<file path="src/rtl/id_regfile_stage_pkg.sv">
// Shared types for the decode/register-file stage.
package id_regfile_stage_pkg;

    typedef enum logic {
        WB_IN   = 1'b0,
        WB_AORD = 1'b1
    } wb_sel_e;

endpackage

</file>
<file path="src/rtl/id_regfile_stage_regfile_bypass.sv">
// Register array with one write port and two combinational read ports bypassed from the write port.
// Latency: writes land on the clock edge, reads are same-cycle. Backpressure: none, always accepts writes.
// Optional hard-wired zero register 0.
module regfile_bypass #(
    parameter int DW      = 8,
    parameter int NREG    = 4,
    parameter int AW      = $clog2(NREG),
    parameter int ZERO_R0 = 0
) (
    input  logic          clk,
    input  logic          rst,
    input  logic          we,
    input  logic [AW-1:0] waddr,
    input  logic [DW-1:0] wdata,
    input  logic [AW-1:0] raddr_a,
    input  logic [AW-1:0] raddr_b,
    output logic [DW-1:0] rdata_a,
    output logic [DW-1:0] rdata_b
);

    localparam bit ZR = (ZERO_R0 != 0);

    logic [DW-1:0] regs [NREG];
    logic          wr_en;

    assign wr_en = we && !(ZR && (waddr == '0));

    always_ff @(posedge clk or negedge rst) begin
        if (!rst) begin
            for (int i = 0; i < NREG; i++) begin
                regs[i] <= '0;
            end
        end else if (wr_en) begin
            regs[waddr] <= wdata;
        end
    end

    // Hard zero takes precedence over the bypass so r0 never sees write data.
    assign rdata_a = (ZR && (raddr_a == '0))        ? '0    :
                     (we && (waddr == raddr_a))     ? wdata : regs[raddr_a];
    assign rdata_b = (ZR && (raddr_b == '0))        ? '0    :
                     (we && (waddr == raddr_b))     ? wdata : regs[raddr_b];

endmodule

</file>
<file path="src/rtl/id_regfile_stage.sv">
// Decode stage: register file read with write-back bypass, registered into the ID/EX stage.
// Latency: operands appear on ex_a/ex_b one cycle after acceptance.
// Backpressure: id_ready drops while ID/EX holds an instruction EX has not taken; flush kills it.
module id_regfile_stage
    import id_regfile_stage_pkg::*;
#(
    parameter int DW      = 8,
    parameter int NREG    = 4,
    parameter int AW      = $clog2(NREG),
    parameter int ZERO_R0 = 0
) (
    input  logic          clk,
    input  logic          rst,
    input  logic          id_valid,
    output logic          id_ready,
    input  logic [AW-1:0] ra_addr,
    input  logic [AW-1:0] rb_addr,
    input  logic [AW-1:0] rd_addr,
    input  logic          wb_we,
    input  logic [AW-1:0] wb_addr,
    input  logic          wb_sel,
    input  logic [DW-1:0] wb_in,
    input  logic [DW-1:0] wb_aord,
    input  logic          flush,
    output logic          ex_valid,
    input  logic          ex_ready,
    output logic [DW-1:0] ex_a,
    output logic [DW-1:0] ex_b,
    output logic [AW-1:0] ex_rd
);

    wb_sel_e       sel;
    logic [DW-1:0] wb_data;
    logic [DW-1:0] rd_a;
    logic [DW-1:0] rd_b;

    assign sel     = wb_sel_e'(wb_sel);
    assign wb_data = (sel == WB_AORD) ? wb_aord : wb_in;

    regfile_bypass #(
        .DW      (DW),
        .NREG    (NREG),
        .AW      (AW),
        .ZERO_R0 (ZERO_R0)
    ) u_rf (
        .clk     (clk),
        .rst     (rst),
        .we      (wb_we),
        .waddr   (wb_addr),
        .wdata   (wb_data),
        .raddr_a (ra_addr),
        .raddr_b (rb_addr),
        .rdata_a (rd_a),
        .rdata_b (rd_b)
    );

    assign id_ready = !ex_valid || ex_ready;

    // Flush only clears the valid bit; operand fields keep their last contents.
    always_ff @(posedge clk or negedge rst) begin
        if (!rst) begin
            ex_valid <= 1'b0;
            ex_a     <= '0;
            ex_b     <= '0;
            ex_rd    <= '0;
        end else if (flush) begin
            ex_valid <= 1'b0;
        end else if (id_valid && id_ready) begin
            ex_valid <= 1'b1;
            ex_a     <= rd_a;
            ex_b     <= rd_b;
            ex_rd    <= rd_addr;
        end else if (ex_valid && ex_ready) begin
            ex_valid <= 1'b0;
        end
    end

endmodule

</file>
<file path="config.mk">
export PLATFORM = sky130hd
export DESIGN_NAME = id_regfile_stage
export DESIGN_NICKNAME = d
export VERILOG_FILES = /design/src/rtl/id_regfile_stage_pkg.sv /design/src/rtl/id_regfile_stage_regfile_bypass.sv /design/src/rtl/id_regfile_stage.sv
export SDC_FILE = /design/constraint.sdc
export NUM_CORES = 1
export LEC_CHECK = 0
export BUFFER_PORTS_ARGS = -buffer_cell sky130_fd_sc_hd__clkbuf_2
export CORE_UTILIZATION = 60
export CTS_CLUSTER_SIZE = 28
export DETAILED_ROUTE_END_ITERATION = 7
export GPL_ROUTABILITY_DRIVEN = 1
export PLACE_DENSITY = 0.93
export SYNTH_ARGS = -nofsm -noshare
export SYNTH_HDL_FRONTEND = slang
export SYNTH_HIERARCHICAL = 1
export SYNTH_SLANG_ARGS = --single-unit
</file>
<file path="constraint.sdc">
create_clock -name clk -period 2.83 [get_ports clk]
set_input_delay 0.4245 -clock clk [delete_from_list [all_inputs] [get_ports clk]]
set_output_delay 0.4245 -clock clk [all_outputs]
set_load 0.005 [all_outputs]
</file>
After elaboration in Yosys (flattened, before gate mapping)
Cells that the tools add are included.

Equality and inequality tests: 2. $lt $le $gt $ge: 4. Bitwise logic cells: 4. Reduce and logical (&&, ||, !) cells: 9. Multiplexer cells: 15.

Operator list (count): $mux 8 (8); $bmux 8 s2 (2); $bwmux 32 (1); $demux 8 s2 (1); $ge 3x3->1 const B (3); $not 2->3 (3); $logic_and 1x1->1 (5); $eq 2x2->1 (2); $lt 3x1->1 const B (1); $mux 1 (3); $reduce_bool 3->1 (1); $reduce_and 2->1 (1); $logic_not 1->1 (1); $logic_or 1x1->1 (1); $not 1->1 (1).

Word-level logic and storage cells: 42. Output and inout port bits: 20. Bits of input ports: 31. Flip-flop bits (word level): 51.

Longest topological paths before layout
Gate-level depths: netlist of the first run.

Word-level depth: 6. Mapped depth: 5. Depth with buffers taken out: 4.

Modules after synthesis
The synthesis of the first run kept the hierarchy.

Modules (own cells, without submodules): regfile_bypass (cells each 113, area each 1954.4 um^2, sequential area each 800.8 um^2, instances 1); id_regfile_stage (cells each 53, area each 878.3 um^2, sequential area each 475.5 um^2, instances 1).

Worst setup path after synthesis of the first run
Ideal clock, no wire load.

Path kind: input-to-reg. From: input wb_sel. To: register ex_a[0]. Data required time: 2.705 ns. Setup time: 0.125 ns. Arrival time: 1.609 ns. Stages on the path: 4. Path slack: 1.097 ns. Path buffers: 1. Cell sequence: clkbuf_1 > mux2_2 > mux2_4 > mux2_2.

Longest elaborated chain between the ends: 2.

Ends and longest elaborated chain: start: declaration (RTL line id_regfile_stage.sv:21) `input logic wb_sel,`; $mux 8 (RTL line id_regfile_stage.sv:38) `assign wb_data = (sel == WB_AORD) ? wb_aord : wb_in;`; named net wb_data[0] (RTL line id_regfile_stage.sv:33) `logic [DW-1:0] wb_data;`; $mux 8 (RTL line id_regfile_stage_regfile_bypass.sv:40) `(we && (waddr == raddr_a)) ? wdata : regs[raddr_a];`; named net rd_a[0] (RTL line id_regfile_stage.sv:34) `logic [DW-1:0] rd_a;`; end signal: assignment (RTL line id_regfile_stage.sv:70) `ex_a <= rd_a;`; end: declaration (RTL line id_regfile_stage.sv:27) `output logic [DW-1:0] ex_a,`.

The timed path passes the listed nets, and every way through them passes these cells. A chain may end at the register's enable or synchronous reset.

Worst setup path after layout of the first run
From: input ra_addr[0]. To: register ex_a[5].

Longest elaborated chain between the ends: 5. Elaborated cells on any way between the ends: 7. Those cells by class: 1 x eq/ne; 4 x mux; 1 x bitwise; 1 x reduce/logical.

Ends and longest elaborated chain: start: declaration (RTL line id_regfile_stage.sv:16) `input logic [AW-1:0] ra_addr,`; $not 2->3 (implied by the code) (RTL line id_regfile_stage_regfile_bypass.sv:40); $bmux 8 s2 (RTL line id_regfile_stage_regfile_bypass.sv:40); $mux 8 (implied by the code) (2 in a row) (RTL line id_regfile_stage_regfile_bypass.sv:40); $mux 8 * (RTL line id_regfile_stage_regfile_bypass.sv:40); named net rd_a[5] (RTL line id_regfile_stage.sv:34).

Mark *: on every way through the listed nets, which the timed path passes. The rest lies on a longest branch. The select of a mux whose other input is x is not followed.

==> results of run 1 <==
## cells in the mapped netlist, drive strengths merged
cell type  instances  area share
inv                1      0.0013
dfrtp             51        0.45
mux2              74        0.33
xnor2              4       0.018
nand3              3       0.014
nor2b              1      0.0049
nand3b             2      0.0053
nor3b              2       0.011
nor2               2      0.0027
buf                9       0.035
clkbuf             1      0.0013
mux4              16        0.13
## cells by family after synthesis
family | synth area share
xor gates and xnor gates | 0.01767
and+or+nand+nor | 0.03798
buffers and inverters | 0.03798
muxes | 0.4558
DFF | 0.4505
## cell usage in the layout (no fill, tap or decap), types with 2 or more instances in the layout
cell type	Yosys	routed
xnor2_2	2	2
mux2_4	26	26
mux2_2	48	48
nand3b_1	2	2
clkbuf_8	0	5
dfrtp_1	51	51
nand3_4	2	2
xnor2_1	2	2
buf_4	1	2
nor2_1	2	2
clkbuf_2	0	50
mux4_2	16	16
nor3b_4	1	2
## sequential cells by signal, indices dropped and copies added (netlist names)
register / count
ex_b: 8
ex_valid: 1
ex_a: 8
u_rf/regs: 32
ex_rd: 2
## final timing paths
path,from,depth (start not counted),endpoint,slack (ns)
max,ra_addr[0],4,ex_a[5],1.18
min,rst,1,ex_valid,0.07
max reg2reg,ex_valid,4,ex_a[1],1.30
min reg2reg,ex_a[2],1,ex_a[2],0.51
max in group asynchronous,rst,2,ex_rd[1],1.99
min in group clk,flush,2,ex_valid,0.31
## power by group through the flow
stage	sequential [mW]	combinational [mW]	clock, mW
finish	1.04	0.653	0.492
global route	1.07	0.701	0.529
CTS	1.04	0.660	0.506
detailed placement	1.06	0.659	0
global placement	1.04	0.634	0
floorplan	1.03	0.476	0
## through the flow
stage | setup WS [ns] | cells | hold WS [ns] | power (mW)
after floorplan | 1.097 | 166 | 0.1289 | 1.507
final | 1.183 | 267 | 0.06680 | 2.186
after detailed placement | 0.8338 | 260 | 0.4200 | 1.716
after global placement | 0.8721 | 260 | 0.4113 | 1.678
after global routing | 1.122 | 267 | 0.09171 | 2.300
after CTS | 1.174 | 267 | 0.07364 | 2.209
## layer usage
| metal | global-route usage | up-vias | routed length (um) |
|---|---|---|---|
| met2 | 0.3878 | 60 | 2629 |
| li1 | - | 724 | - |
| met1 | 0.2994 | 840 | 2188 |
| met5 | 0 | - | 0 |
| met4 | 0.1022 | 0 | 117 |
| met3 | 0.05840 | 13 | 286 |
## cell type report
type	count	area [um2]
inverters	1	3.754
clock inverters	1	30.03
clock buffers	6	72.57
multi-input cells	104	1455
repair buffers	52	265.3
well taps	52	65.06
fillers	292	1276
flip-flops and latches	51	1276
==> results.toml, run 1 <==
[detailed_routing]
avgViaCountPerCell = 6.131
first_iter_violations = 107
wl_um = 5222
vias = 1637
post-route-drc-count = 14
avgRoutedWirePerCell_um = 19.56
ant_nets = 0
dr.pass1.iters = 6

[final_layout]
syn_to_final_growth_pct = 11.84
fin_util = 0.7128
n_antenna_cell = 0
layout-drive-gt1-share = 0.7209
final_nets = 246
final_area_um2 = 3168

[timing]
final.min_clock_period_ns = 1.647
slew_headroom = 0.6141
fin_crit_sh = 0.5820
grt_setup_unrepaired = "false"
finalHoldViolCount = 0
final.setup.tns_ns = 0
finalClockSkew_ns = 0.006421
slew_viol_final = 0
setup-violations-final = 0
timing.fmax_mhz = 607.1
tightestPinTransition_ns = 0.5782

[global_route]
grt_max_degree = 32
antenna_found_initial = 0
gr-total-overflow = 0
first_global_vias = 1699
grt_pass1_wl_um = 8480
track_usage = 0.2356

[clock_tree]
clkTransAtPathRegs_ns = 0.09
h-tree-depth = 2
cts_setup_buffers = 0
post_cts_resized = 0
cts_tree = "done"
cts_sinks = 51
clock_latency_ns = 0.31
numCtsBuffers = 5
clockBufferDepth = 2
root_buffer = "clkbuf_8"
holdBufCountCts = 0

[status]
outcome = "finished with violations"
violations = "DRC"

[setup_path]
worstPathRequired_ns = 3.03
crit_fanout = 9
crit_path_top_delay_cell = "mux4_2"
endpoint_kind = "register"
start_kind = "input pin"
cp_cell_sequence = "clkbuf_2 -> mux4_2 -> mux2_4 -> mux2_4"
worst-path-buf-inv = 1
crit_top_cell = "mux2_4"
slowest_delay_ns = 0.56
crit_type = "in -> reg"
path_delay_family = "multiplexers"
cp.arrival_ns = 1.85

[logic_synthesis]
synth_nets = 197
yosysWarnings = 6
netlist_area_um2 = 2833
synth.distinct_cells = 19
yosysSeqAreaShare = 0.4505
syn-instance-count = 166
syn_area_per_cell_um2 = 17.06
ys_seq_elements = 51

[floorplanning]
die_y_um = 70.71
start_util = 0.6374
die_x_um = 70.71
core_area_um2 = 4444
dieArea_um2 = 5000
ios = 51
rows = 24

[power_and_ir_drop]
share_seq_of_total_power = 0.477
swShare = 0.2584
leakage_nw = 1.447
p_sw_mw = 0.5650
p_per_area_nw_per_um2 = 690.2
p_int_mw = 1.621
p_comb_frac = 0.298
power_frac_clock = 0.225
peakVddDrop_mv = 0.3451

[worst_hold_path]
min_path_type = "in -> async"

[run]
cap_violations = 0

[placement]
finalWeightedCongestion = 0.7540
port-buffer-count = 50
place_area_um2 = 3065
hpwl_um = 3680
Note: power is estimated with default switching activity, not from simulation.
==> run 2: changes to the inputs <==
--- a/config.mk
+++ b/config.mk
@@ -5,12 +5,13 @@
 export SDC_FILE = /design/constraint.sdc
 export NUM_CORES = 1
 export LEC_CHECK = 0
+export ABC_AREA = 1
 export BUFFER_PORTS_ARGS = -buffer_cell sky130_fd_sc_hd__clkbuf_2
-export CORE_UTILIZATION = 60
+export CORE_UTILIZATION = 51
 export CTS_CLUSTER_SIZE = 28
 export DETAILED_ROUTE_END_ITERATION = 7
 export GPL_ROUTABILITY_DRIVEN = 1
-export PLACE_DENSITY = 0.93
+export PLACE_DENSITY = 0.84
 export SYNTH_ARGS = -nofsm -noshare
 export SYNTH_HDL_FRONTEND = slang
 export SYNTH_HIERARCHICAL = 1
==> constraint.sdc (replaced) <==
create_clock -name clk -period 1.5 [get_ports clk]
set_input_delay 0.225 -clock clk [delete_from_list [all_inputs] [get_ports clk]]
set_output_delay 0.225 -clock clk [all_outputs]
set_load 0.005 [all_outputs]
==> run 2 against run 1 <==
  * The run now ends clean
  * Via count is 84% higher
  * Synthesized area is 8.5% higher
  * Wire length is 44% higher
  * Worst setup slack worse by 0.88 ns
  * First-iteration DRC count is 90% higher
  * Largest power group unchanged
  * Sequential share of layout area is 4.4 points lower
  * Sequential power is 68% higher
  * Clock skew is 0.00099 ns lower
  * Synthesized cell count grew to 2.7 times the previous value
  * Combinational power is 59% higher
==> results.toml, run 2 <==
[placement]
place_ws_ns = 0.1192
place_inst = 568
port-buffer-count = 50
hpwl_um = 5684
finalWeightedCongestion = 0.9237

[floorplanning]
die_x_um = 79.64
start_util = 0.5449
die_y_um = 79.64
dieArea_um2 = 6343
rows = 27
core_area_um2 = 5642
ios = 51

[clock_tree]
clock_latency_ns = 0.30
clkTransAtPathRegs_ns = 0.09
post_cts_resized = 0
numCtsBuffers = 5
clockBufferDepth = 2
cts_setup_buffers = 0
root_buffer = "clkbuf_8"
h-tree-depth = 2
cts_sinks = 51
cts_tree = "done"

[logic_synthesis]
syn_area_per_cell_um2 = 6.924
syn-instance-count = 444
yosysWarnings = 6
yosysSeqAreaShare = 0.4151
synth_nets = 475
synth-main-ff-cell = "dfrtp_1"
yosys.area.top_type = "dfrtp_1"
synth.most_common_cell = "nand2_1"
netlist_area_um2 = 3074
synth_common_cells = "nand2_1, nand3_1, inv_1"
synth.distinct_cells = 19
synthDominantCellAreaShare = 0.4151
ys_seq_elements = 51
synthTopCellsByArea = "dfrtp_1, nand2_1, nand3_1"
synthArstFlopShare = 1.000
synth_edf_count = 0

[final_layout]
layout-drive-gt1-share = 0.2000
final_cell_mix = "nand2_1, nand3_1, inv_1, dfrtp_1, clkbuf_2"
final_common_cell = "nand2_1"
final_cells = 577
syn_to_final_growth_pct = 15.59
final_nets = 535
n_antenna_cell = 0
reg.largest.list = "u_rf/regs: 32 flops, ex_a: 8 flops, ex_b: 8 flops"
fin_util = 0.6299
regMostFlops = "u_rf/regs"
largest_reg_flops = 32

[timing]
slew_viol_final = 0
finalHoldViolCount = 0
slew_headroom = 0.7410
layout_setup_ws_ns = 0.3046
final.min_clock_period_ns = 1.195
tightestPinTransition_ns = 0.3880
timing.fmax_mhz = 836.5
finalClockSkew_ns = 0.005428
grt_setup_unrepaired = "false"
final.setup.tns_ns = 0
fin_crit_sh = 0.7969
setup-violations-final = 0

[power_and_ir_drop]
leakage_nw = 2.078
peakVddDrop_mv = 0.4644
p_int_mw = 2.438
swShare = 0.3297
p_per_area_nw_per_um2 = 1023
power_frac_clock = 0.235
share_seq_of_total_power = 0.480
p_comb_frac = 0.285
p_sw_mw = 1.199

[worst_hold_path]
min_path_type = "in -> reg"
min_path_cells = 2

[global_route]
antenna_found_initial = 0
grt_pass1_wl_um = 12600
grt_max_degree = 52
gr-total-overflow = 0
first_global_vias = 2739
track_usage = 0.2586

[setup_path]
slowest_delay_ns = 0.39
worst-path-buf-inv = 1
crit_type = "reg -> out"
start_kind = "register"
worstPathRequired_ns = 1.27
cp.arrival_ns = 0.97
endpoint_kind = "output pin"
cp_cell_sequence = "nand2_1 -> clkbuf_2"
reg2regPathDepth = 8
cp_num_cells = 2
crit_fanout = 3
rrSetupSlack_ns = 0.43
path_delay_family = "flip-flops"
crit_path_top_delay_cell = "dfrtp_1"

[detailed_routing]
ant_nets = 0
dr.pass1.iters = 5
avgViaCountPerCell = 5.225
first_iter_violations = 203
post-route-drc-count = 0
wl_um = 7527
avgRoutedWirePerCell_um = 13.05
vias = 3015

[status]
outcome = "completed"

[run]
cap_violations = 0
## run 2: changes by cell type in the layout (fill, tap and decap cells not counted), moves of 4 or more
cell     previous run  this run
o21ai_1             0        26
buf_4               2        17
nand3_2             0         4
nand3_1             1        66
nand2_1             0       197
o21ai_2             0         6
mux4_2             16         0
mux2_2             48         0
inv_1               1        52
o21ai_0             0         8
mux2_4             26         0
## run 2: area by class of cell
| cell class | count | area, um2 |
|---|---|---|
| repair buffers | 70 | 427.9 |
| clock inverters | 1 | 7.507 |
| inverters | 58 | 230.2 |
| flip-flops and latches | 51 | 1276 |
| multi-input cells | 318 | 1425 |
| clock buffers | 7 | 96.34 |
| well taps | 72 | 90.09 |
| fillers | 501 | 2088 |
## run 2: timing repair
item,CTS,global route
endpoints found under the setup margin,0,0
hold buffers,1,0
endpoints found under the hold margin,51,0
## run 2: path summary, 6_finish.rpt
kind,endpoint,startpoint
max,id_ready,ex_valid
min,ex_valid,flush
max reg2reg,ex_b[1],u_rf/regs[1]
min reg2reg,ex_rd[0],ex_rd[0]
max in group asynchronous,u_rf/regs[30],rst
min in group asynchronous,u_rf/regs[20],rst
## run 2: cells by family after synthesis
logic type | Yosys count | share of synthesized area
DFF | 51 | 0.4151
and+or+nand+nor | 277 | 0.3895
buffers and inverters | 75 | 0.1213
AOI/OAI and AO/OA | 41 | 0.07407
## run 2: layer usage
| layer | track usage | part of all wire |
|---|---|---|
| met4 | 0.06909 | 0.013 |
| met5 | 0 | 0 |
| met3 | 0.05257 | 0.073 |
| met1 | 0.3532 | 0.45 |
| met2 | 0.4162 | 0.46 |
## run 2: per-stage QoR
step / hold WS, ns / power (mW) / cell area [um2]
2_1_floorplan: -0.07059 / 2.415 / 3074
5_1_grt: 0.1221 / 3.918 / 3553
3_3_place_gp: 0.2363 / 2.760 / 3440
6_report: 0.1264 / 3.637 / 3553
4_1_cts: 0.1239 / 3.659 / 3553
3_5_place_dp: 0.2478 / 2.802 / 3440
## run 2: power groups by stage
stage               combinational, mW  clock (mW)  sequential (mW)
floorplan                       0.664           0             1.75
CTS                              1.04       0.879             1.74
global route                     1.19       0.951             1.78
detailed placement               1.03           0             1.77
finish                           1.04       0.856             1.75
global placement                 1.00           0             1.76
